[src/rtl/ac97_pkg.sv]
// -----------------------------------------------------------------------------
// ac97_pkg
// Shared constants for the AC97 slot link: the frame geometry, the tag bit
// positions and a helper that locates a slot inside a 256-bit frame vector.
// Frame vectors are stored with frame bit 0 (the first bit on the wire) in
// vector bit [FRAME_BITS-1], so a frame reads MSB-first like the wire.
// -----------------------------------------------------------------------------
package ac97_pkg;

   localparam int SLOT_W     = 20;
   localparam int FRAME_BITS = 256;
   localparam int TAG_W      = 16;
   localparam int MAX_SLOTS  = 12;

   // Tag bit positions (bit 15 is the first tag bit on the wire).
   localparam int TAG_READY_BIT = 15;
   localparam int TAG_SLOT1_BIT = 14;
   localparam int TAG_SLOT2_BIT = 13;
   localparam int TAG_SLOT3_BIT = 12;
   localparam int TAG_SLOT4_BIT = 11;

   // Bit-counter landmarks.
   localparam logic [7:0] BIT_LAST  = 8'hFF;
   localparam logic [7:0] SYNC_LAST = 8'd14;

   // Field layout inside slot 1 (status address) and slot 2 (status data).
   localparam int STATUS_ADDR_W   = 7;
   localparam int STATUS_ADDR_MSB = 18;
   localparam int STATUS_DATA_W   = 16;

   // Vector index of the MSB of slot 'slot' (1-based) in a frame vector.
   function automatic int slot_msb(input int slot);
      return FRAME_BITS - TAG_W - 1 - SLOT_W * (slot - 1);
   endfunction

endpackage

[src/rtl/ac97_deframer.sv]
// -----------------------------------------------------------------------------
// ac97_deframer
// Receive side of the AC97 link. Serial data from the codec is captured on the
// falling edge (mid-bit) and shifted into a 256-bit frame register on the
// rising edge. When a complete frame is present it decodes the tag, updates
// codec_ready and loads status / PCM fields with one-cycle valid pulses.
//
// Ports:
//   clk_i            bit clock
//   rst_i            synchronous active-high reset
//   sdata_i          serial data from the codec
//   bitcnt_i         transmit bit counter (frame position)
//   codec_ready_o    input tag bit 15 of the last complete frame
//   status_addr_o    slot 1 bits [18:12]
//   status_data_o    slot 2 bits [19:4]
//   status_valid_o   one-cycle pulse on a status capture
//   left_o / right_o slots 3 / 4, top SAMPLE_W bits
//   pcm_valid_o      one-cycle pulse on a PCM capture
// -----------------------------------------------------------------------------
module ac97_deframer
   import ac97_pkg::*;
#(
   parameter int SAMPLE_W = 16
) (
   input  logic                clk_i,
   input  logic                rst_i,
   input  logic                sdata_i,
   input  logic [7:0]          bitcnt_i,
   output logic                codec_ready_o,
   output logic [6:0]          status_addr_o,
   output logic [15:0]         status_data_o,
   output logic                status_valid_o,
   output logic [SAMPLE_W-1:0] left_o,
   output logic [SAMPLE_W-1:0] right_o,
   output logic                pcm_valid_o
);

   localparam int TAG_LSB_POS = FRAME_BITS - TAG_W;
   localparam int POS_READY   = TAG_LSB_POS + TAG_READY_BIT;
   localparam int POS_S1      = TAG_LSB_POS + TAG_SLOT1_BIT;
   localparam int POS_S2      = TAG_LSB_POS + TAG_SLOT2_BIT;
   localparam int POS_S3      = TAG_LSB_POS + TAG_SLOT3_BIT;
   localparam int POS_S4      = TAG_LSB_POS + TAG_SLOT4_BIT;
   localparam int POS_ADDR    = slot_msb(1) - (SLOT_W - 1 - STATUS_ADDR_MSB);
   localparam int POS_DATA    = slot_msb(2);
   localparam int POS_LEFT    = slot_msb(3);
   localparam int POS_RIGHT   = slot_msb(4);

   logic                  sdata_neg_q;
   logic [FRAME_BITS-1:0] shift_q;
   logic                  armed_q;
   logic                  ready_q;
   logic [6:0]            addr_q;
   logic [15:0]           data_q;
   logic                  svalid_q;
   logic [SAMPLE_W-1:0]   left_q;
   logic [SAMPLE_W-1:0]   right_q;
   logic                  pvalid_q;

   // Mid-bit sample: the codec launches on the rising edge.
   always_ff @(negedge clk_i) begin
      sdata_neg_q <= sdata_i;
   end

   always_ff @(posedge clk_i) begin
      if (rst_i) begin
         shift_q  <= '0;
         armed_q  <= 1'b0;
         ready_q  <= 1'b0;
         addr_q   <= '0;
         data_q   <= '0;
         svalid_q <= 1'b0;
         left_q   <= '0;
         right_q  <= '0;
         pvalid_q <= 1'b0;
      end else begin
         shift_q  <= {shift_q[FRAME_BITS-2:0], sdata_neg_q};
         svalid_q <= 1'b0;
         pvalid_q <= 1'b0;
         // At this edge bit 0 of a new frame enters, so shift_q still holds
         // the previous full frame. armed_q keeps the first, partial frame
         // after reset from being decoded.
         if (bitcnt_i == 8'd0) begin
            armed_q <= 1'b1;
            if (armed_q) begin
               ready_q <= shift_q[POS_READY];
               if (shift_q[POS_S1] && shift_q[POS_S2]) begin
                  addr_q   <= shift_q[POS_ADDR -: STATUS_ADDR_W];
                  data_q   <= shift_q[POS_DATA -: STATUS_DATA_W];
                  svalid_q <= 1'b1;
               end
               if (shift_q[POS_S3] && shift_q[POS_S4]) begin
                  left_q   <= shift_q[POS_LEFT -: SAMPLE_W];
                  right_q  <= shift_q[POS_RIGHT -: SAMPLE_W];
                  pvalid_q <= 1'b1;
               end
            end
         end
      end
   end

   assign codec_ready_o  = ready_q;
   assign status_addr_o  = addr_q;
   assign status_data_o  = data_q;
   assign status_valid_o = svalid_q;
   assign left_o         = left_q;
   assign right_o        = right_q;
   assign pcm_valid_o    = pvalid_q;

endmodule

[src/rtl/ac97_slot_link.sv]
// -----------------------------------------------------------------------------
// ac97_slot_link
// AC97 controller-side slot link. A free-running 8-bit bit counter defines a
// 256-bit frame. Slot payloads are sampled at the strobe edge and serialised
// during the following frame; the receive path lives in ac97_deframer.
//
// Ports:
//   ac97_bitclk       codec bit clock (only clock)
//   ac97_rst          synchronous active-high reset
//   ac97_sdata_in     serial data from codec
//   ac97_sdata_out    serial data to codec (registered)
//   ac97_sync         frame sync (registered), high for bitcnt 255 and 0..14
//   ac97_strobe       high while bitcnt == 0
//   out_slots         NUM_OUT_SLOTS x 20-bit payloads, slot 1 in [19:0]
//   out_valid         per-slot valid, bit 0 is slot 1
//   codec_ready, status_addr, status_data, status_valid,
//   in_left, in_right, in_pcm_valid   decoded receive fields
//
// Optional feature, macro AC97_SLOT_LINK_STATS_EN: adds frame_cnt (wrapping,
// counts strobes) and status_cnt (saturating, counts status_valid pulses).
// -----------------------------------------------------------------------------
module ac97_slot_link
   import ac97_pkg::*;
#(
   parameter int NUM_OUT_SLOTS = 12,
   parameter int SAMPLE_W      = 16
) (
   input  logic                          ac97_bitclk,
   input  logic                          ac97_rst,
   input  logic                          ac97_sdata_in,
   output logic                          ac97_sdata_out,
   output logic                          ac97_sync,
   output logic                          ac97_strobe,
   input  logic [NUM_OUT_SLOTS*SLOT_W-1:0] out_slots,
   input  logic [NUM_OUT_SLOTS-1:0]      out_valid,
   output logic                          codec_ready,
   output logic [6:0]                    status_addr,
   output logic [15:0]                   status_data,
   output logic                          status_valid,
   output logic [SAMPLE_W-1:0]           in_left,
   output logic [SAMPLE_W-1:0]           in_right,
   output logic                          in_pcm_valid
`ifdef AC97_SLOT_LINK_STATS_EN
   ,
   output logic [15:0]                   frame_cnt,
   output logic [15:0]                   status_cnt
`endif
);

   // The leading tag bit is always 1, so only the remaining 255 bits of the
   // frame image are stored.
   localparam int PAY_W     = FRAME_BITS - 1;
   localparam int TAG_PAD_W = TAG_W - 1 - MAX_SLOTS;

   logic [7:0]                bitcnt_q;
   logic [7:0]                bitcnt_d;
   logic [PAY_W-1:0]          sample_q;
   logic [PAY_W-1:0]          tx_q;
   logic [PAY_W-1:0]          img_d;
   logic [FRAME_BITS-1:0]     frame_img;
   logic                      sdata_q;
   logic                      sdata_d;
   logic                      sync_q;
   logic                      sync_d;
   logic [MAX_SLOTS-1:0]      tag_valid;
   logic [MAX_SLOTS*SLOT_W-1:0] slot_field;

   // Build the frame image: tag valid bits (slot 1 first) then slot payloads
   // (slot 1 first). Unconfigured or invalid slots are zero.
   generate
      for (genvar gi = 0; gi < MAX_SLOTS; gi++) begin : g_slot
         if (gi < NUM_OUT_SLOTS) begin : g_drv
            assign tag_valid[MAX_SLOTS-1-gi] = out_valid[gi];
            assign slot_field[(MAX_SLOTS-gi)*SLOT_W-1 -: SLOT_W] =
               out_valid[gi] ? out_slots[gi*SLOT_W +: SLOT_W] : '0;
         end else begin : g_idle
            assign tag_valid[MAX_SLOTS-1-gi] = 1'b0;
            assign slot_field[(MAX_SLOTS-gi)*SLOT_W-1 -: SLOT_W] = '0;
         end
      end
   endgenerate

   assign img_d     = {tag_valid, {TAG_PAD_W{1'b0}}, slot_field};
   assign frame_img = {1'b1, tx_q};
   assign bitcnt_d  = bitcnt_q + 8'd1;

   // Outputs are registered, so they are computed from the next count.
   // Frame bit n sits at vector index 255-n, which is ~n for an 8-bit n.
   // tx_q is reloaded at the same edge that launches bit 0; bit 0 is the
   // constant leading 1, so using the old tx_q there is harmless.
   assign sdata_d = frame_img[~bitcnt_d];
   assign sync_d  = (bitcnt_d == BIT_LAST) || (bitcnt_d <= SYNC_LAST);

   always_ff @(posedge ac97_bitclk) begin
      if (ac97_rst) begin
         bitcnt_q <= BIT_LAST;
         sample_q <= '0;
         tx_q     <= '0;
         sdata_q  <= 1'b0;
         sync_q   <= 1'b0;
      end else begin
         bitcnt_q <= bitcnt_d;
         sdata_q  <= sdata_d;
         sync_q   <= sync_d;
         // Two-stage image: sampled at the strobe edge, handed to the
         // serialiser at the frame boundary, giving exactly one frame latency.
         if (bitcnt_q == 8'd0) begin
            sample_q <= img_d;
         end
         if (bitcnt_q == BIT_LAST) begin
            tx_q <= sample_q;
         end
      end
   end

   assign ac97_sdata_out = sdata_q;
   assign ac97_sync      = sync_q;
   assign ac97_strobe    = (bitcnt_q == 8'd0);

   ac97_deframer #(
      .SAMPLE_W (SAMPLE_W)
   ) u_deframer (
      .clk_i          (ac97_bitclk),
      .rst_i          (ac97_rst),
      .sdata_i        (ac97_sdata_in),
      .bitcnt_i       (bitcnt_q),
      .codec_ready_o  (codec_ready),
      .status_addr_o  (status_addr),
      .status_data_o  (status_data),
      .status_valid_o (status_valid),
      .left_o         (in_left),
      .right_o        (in_right),
      .pcm_valid_o    (in_pcm_valid)
   );

`ifdef AC97_SLOT_LINK_STATS_EN
   logic [15:0] frame_cnt_q;
   logic [15:0] status_cnt_q;

   always_ff @(posedge ac97_bitclk) begin
      if (ac97_rst) begin
         frame_cnt_q  <= '0;
         status_cnt_q <= '0;
      end else begin
         if (bitcnt_q == 8'd0) begin
            frame_cnt_q <= frame_cnt_q + 16'd1;
         end
         if (status_valid && (status_cnt_q != 16'hFFFF)) begin
            status_cnt_q <= status_cnt_q + 16'd1;
         end
      end
   end

   assign frame_cnt  = frame_cnt_q;
   assign status_cnt = status_cnt_q;
`endif

endmodule
[config.mk]
export PLATFORM = sky130hd
export DESIGN_NAME = ac97_slot_link
export DESIGN_NICKNAME = d
export VERILOG_FILES = /design/src/rtl/ac97_pkg.sv /design/src/rtl/ac97_deframer.sv /design/src/rtl/ac97_slot_link.sv
export SDC_FILE = /design/constraint.sdc
export NUM_CORES = 1
export LEC_CHECK = 0
export BUFFER_PORTS_ARGS = -buffer_cell sky130_fd_sc_hd__buf_2
export CAP_MARGIN = 15
export CORE_MARGIN = 2
export CORE_UTILIZATION = 30
export CTS_CLUSTER_SIZE = 14
export DETAILED_ROUTE_END_ITERATION = 16
export HOLD_SLACK_MARGIN = 0.02
export SETUP_SLACK_MARGIN = 0.02
export SYNTH_ARGS = -nofsm -noshare
export SYNTH_HDL_FRONTEND = slang
export SYNTH_SLANG_ARGS = --single-unit
[constraint.sdc]
create_clock -name ac97_bitclk -period 9.85 [get_ports ac97_bitclk]
set_clock_uncertainty 0.15 [all_clocks]
set_input_delay 0.4925 -clock ac97_bitclk [delete_from_list [all_inputs] [get_ports ac97_bitclk]]
set_output_delay 0.4925 -clock ac97_bitclk [all_outputs]
set_load 0.1 [all_outputs]
Word-level counts from Yosys, hierarchy flattened
Cells that the tools add are included.
Word-level totals
  register bits after elaboration: 830
  word-level logic and storage cells: 47
  bits of input ports: 255
Operators by class
  bitwise gates (word level): 3
  equal/unequal tests: 2
  muxes and demuxes: 16
  add/subtract/negate cells: 1
  reductions and logical operators: 8
  magnitude comparators: 2
Operators with widths (count)
  $mux W20: 12
  $eq A8 B8 Y1 const B: 2
  $lt A8 B9 Y1 const B: 1
  $add A8 B1 Y8 const B: 1
  $bmux W1 S8: 1
  $le A8 B4 Y1 const B: 1
  $logic_not A8 Y1: 1
  $not A8 Y8: 1
  $reduce_and A3 Y1: 2
  $mux W1: 3
  $reduce_or A3 Y1: 1
  $logic_and A1 B1 Y1: 2
  $not A1 Y1: 2
  $reduce_and A2 Y1: 1
  $logic_or A1 B1 Y1: 1

Longest topological paths before layout
  depth after elaboration: 4
  depth in mapped cells: 15
  gate-level depth less buffers: 9

Hierarchy
From an unflattened synthesis, not the netlist that was laid out.
Second synthesis, totals
  cells, all modules: 3172
  area, all modules: 29325.6 sq um
Modules (own cells, without submodules)
  ac97_slot_link: instances 1, cells each 2435, area an instance 20064.2 sq um, seq. area each 10289.9 sq um
  ac97_deframer: instances 1, cells each 737, area an instance 9261.4 sq um, seq. area each 6326.1 sq um

==> flow_metrics.tcl <==
set metrics [dict create \
    clk_pin_slew_ns 0.06 \
    synth_cells 3234 \
    die_w_um 315 \
    yosysSeqAreaShare_pct 57.3 \
    finalSetupTns_ns 0 \
    io_buffers 315 \
    synth_top_family_by_area "simple AND/OR/NAND/NOR gates" \
    routed_via_density 4.61 \
    fp-row-count 114 \
    power.internal_w 0.00572 \
    r2r-start "u_deframer.sdata_neg_q$_DFF_N_" \
    wl_per_cell_um 15.2 \
    crit_type "flip-flop to flip-flop" \
    grt_pass1_vias 21908 \
    track_usage_pct 15.0 \
    final_common_cell "nand2_1" \
    nFillCells 9532 \
    cts_inserted_buffers 92 \
    hold-worst-slack_ns 0.122 \
    grt.overflow.total 0 \
    drtAntennaViolNets 0 \
    syn2layout_area_growth_pct 28.0 \
    synth_seq_cells 830 \
    p_sw_w 0.00195 \
    holdPathStages 3 \
    finalSetupViolCount 0 \
    antenna_cells 0 \
    hp-start "out_valid[11]" \
    share_clk_of_total_power_pct 46.5 \
    slew_violations 0 \
    power.density_mw_per_mm2 207 \
    reg2reg_depth 1 \
    min_path_type "input pin to flip-flop" \
    reg2reg_to "u_deframer.shift_q[0]$_SDFF_PP0_" \
    cp-end-kind "flip-flop" \
    worst_slew_pin_slew_ns 1.09 \
    synthMuxAreaShare_pct 5.90 \
    cp_slowest_cell "dfxtp_1" \
    clockBufferDepth 3 \
    synth.avg_cell_area_um2 8.96 \
    combPwrFrac_pct 9.3 \
    cp.buffers_inverters 0 \
    ys_async_sr_fraction_pct 0 \
    core_area_mm2 0.0963 \
    status "completed" \
    clk_latency_ns 0.66 \
    arrival_ns 5.99 \
    wl_um 76200 \
    cp.required_ns 10.20 \
    drive_gt1_share_pct 15.5 \
    crit_family "flip-flops" \
    synth_edf_count 0 \
    die_area_mm2 0.0991 \
    p_sw_share_pct 25.5 \
    place.gp.congestion 0.778 \
    cp-start-kind "flip-flop" \
    p_leak_nw 13.3 \
    synth_compound_area_share_pct 10.4 \
    cts_tree "done" \
    io_pins 316 \
    clock-sinks 830 \
    cpPeakStageDelay_ns 0.29 \
    grt_pass1_wl_um 119000 \
    synth_warnings 0 \
    stdcell_area_mm2 0.0371 \
    pwr-share-seq_pct 44.2 \
    drc_errors 0 \
    cts-root-buf "clkbuf_16" \
    maxCapViolations 0 \
    cts_htree_levels 3 \
    utilization_pct 38.5 \
    most-common-layout-cells "nand2_1, dfxtp_1, a21oi_1" \
    synth_area_mm2 0.0290 \
    synth_ff_type "dfxtp_1" \
    worst_slack_ns 4.21 \
    dp_slack_ns 4.07 \
    syn-num-nets 3493 \
    grt_max_degree 148 \
    drt-pass1-iter-count 5 \
    synthAdderAreaFrac_pct 0.173 \
    relSlewSlack_pct 27.1 \
    die_h_um 315 \
    hold_viol 0 \
    place_area_mm2 0.0315 \
    hpwl_um 44300 \
    layout.nets 3911 \
    reg2reg_slack_ns 4.21 \
    initial_core_util_pct 30.1 \
    synthXorXnorAreaFrac_pct 0.298 \
    yosys.area_share.simple_pct 22.3 \
    rsz0062_at_grt "no" \
    worstPathCellList "nor2b_1" \
    vias 23070 \
    ys_types 46 \
    max-vdd-ir-drop_v 0.000132 \
    drt-initial-drc-count 1585 \
    crit_fanout 1 \
    antenna_found_initial 1 \
    hold-path-endpoint "sample_q[4]$_SDFFE_PP0P_" \
]
-- kinds of logic (layout without fill, tap and decap cells) --
logic type	after synthesis	count (layout)
compound gates	587	587
xor+xnor	9	9
fa+ha+maj	4	4
buf+inv	268	765
flops	830	830
mux	84	84
simple gates	1452	1452
-- worst max path at each step --
| stage | startpoint | cells after the start | end |
|---|---|---|---|
| final | u_deframer.sdata_neg_q$_DFF_N_ | 1 | u_deframer.shift_q[0]$_SDFF_PP0_ |
| after global routing | u_deframer.sdata_neg_q$_DFF_N_ | 1 | u_deframer.shift_q[0]$_SDFF_PP0_ |
| after CTS | u_deframer.sdata_neg_q$_DFF_N_ | 1 | u_deframer.shift_q[0]$_SDFF_PP0_ |
| after detailed placement | ac97_sdata_in | 1 | u_deframer.sdata_neg_q$_DFF_N_ |
| after global placement | ac97_sdata_in | 1 | u_deframer.sdata_neg_q$_DFF_N_ |
| after floorplan | ac97_sdata_in | 0 | u_deframer.sdata_neg_q$_DFF_N_ |
-- power groups by stage --
stage	combinational, W	clock (W)	sequential (W)
2_1_floorplan	0.000395	0.00000127	0.00346
3_3_place_gp	0.000646	0.00000127	0.00347
3_5_place_dp	0.000649	0.00000127	0.00347
4_1_cts	0.000723	0.00368	0.00339
5_1_grt	0.000770	0.00382	0.00339
6_report	0.000710	0.00357	0.00339
-- metrics by stage --
step / std cells / total power [W]
detailed placement: 4593 / 0.00412
global route: 5007 / 0.00799
floorplan: 3234 / 0.00386
global placement: 4593 / 0.00411
finish: 5007 / 0.00767
CTS: 5006 / 0.00780
-- synthesized netlist by cell type, types with 9 or more instances --
library cell | instances | area [um2]
nand3_1 | 247 | 1240
a21oi_1 | 565 | 2830
nand4_1 | 9 | 56.3
dfxtp_1 | 830 | 16600
mux4_2 | 63 | 1420
nor2_1 | 12 | 45.0
clkbuf_1 | 215 | 807
mux2i_1 | 16 | 160
buf_2 | 14 | 70.1
nand2_1 | 909 | 3410
buf_1 | 27 | 101
nor2b_1 | 258 | 1610
-- sequential cells by signal, summed over array words and instances (netlist names) --
register                   cells
u_deframer.status_data_o      16
tx_q                         252
u_deframer.armed_q             1
u_deframer.codec_ready_o       1
u_deframer.left_o             16
u_deframer.status_valid_o      1
u_deframer.right_o            16
u_deframer.shift_q           256
u_deframer.pcm_valid_o         1
u_deframer.status_addr_o       7
sample_q                     252
ac97_sync                      1
u_deframer.sdata_neg_q         1
ac97_sdata_out                 1
bitcnt_q                       8
-- repair_timing --
action | 4_1_cts | 5_1_grt
gates resized for setup | 0 | 0
setup endpoints to repair | 0 | 0
setup buffers | 0 | 0
endpoints found under the hold margin | 240 | 0
hold buffers | 240 | 0
-- routing by layer --
layer | up-vias | track usage [%] | part of all wire [%]
li1 | 11548 | - | -
met3 | 131 | 2.82 | 4.2
met5 | - | 0 | 0
met4 | 0 | 5.11 | 2.5
met2 | 498 | 23.8 | 46
met1 | 10893 | 20.3 | 47
-- final cells by class --
| cell class | instances | area [um2] | area share [%] |
|---|---|---|---|
| Clock buffer | 129 | 2660 | 7.17 |
| Tap cell | 1276 | 1600 | 4.30 |
| Inverter | 8 | 37.5 | 0.101 |
| Clock inverter | 45 | 557 | 1.50 |
| Timing Repair Buffer | 583 | 4230 | 11.4 |
| Multi-Input combinational cell | 2136 | 11400 | 30.7 |
| Sequential cell | 830 | 16600 | 44.8 |
(Power assumes the default switching activity.)
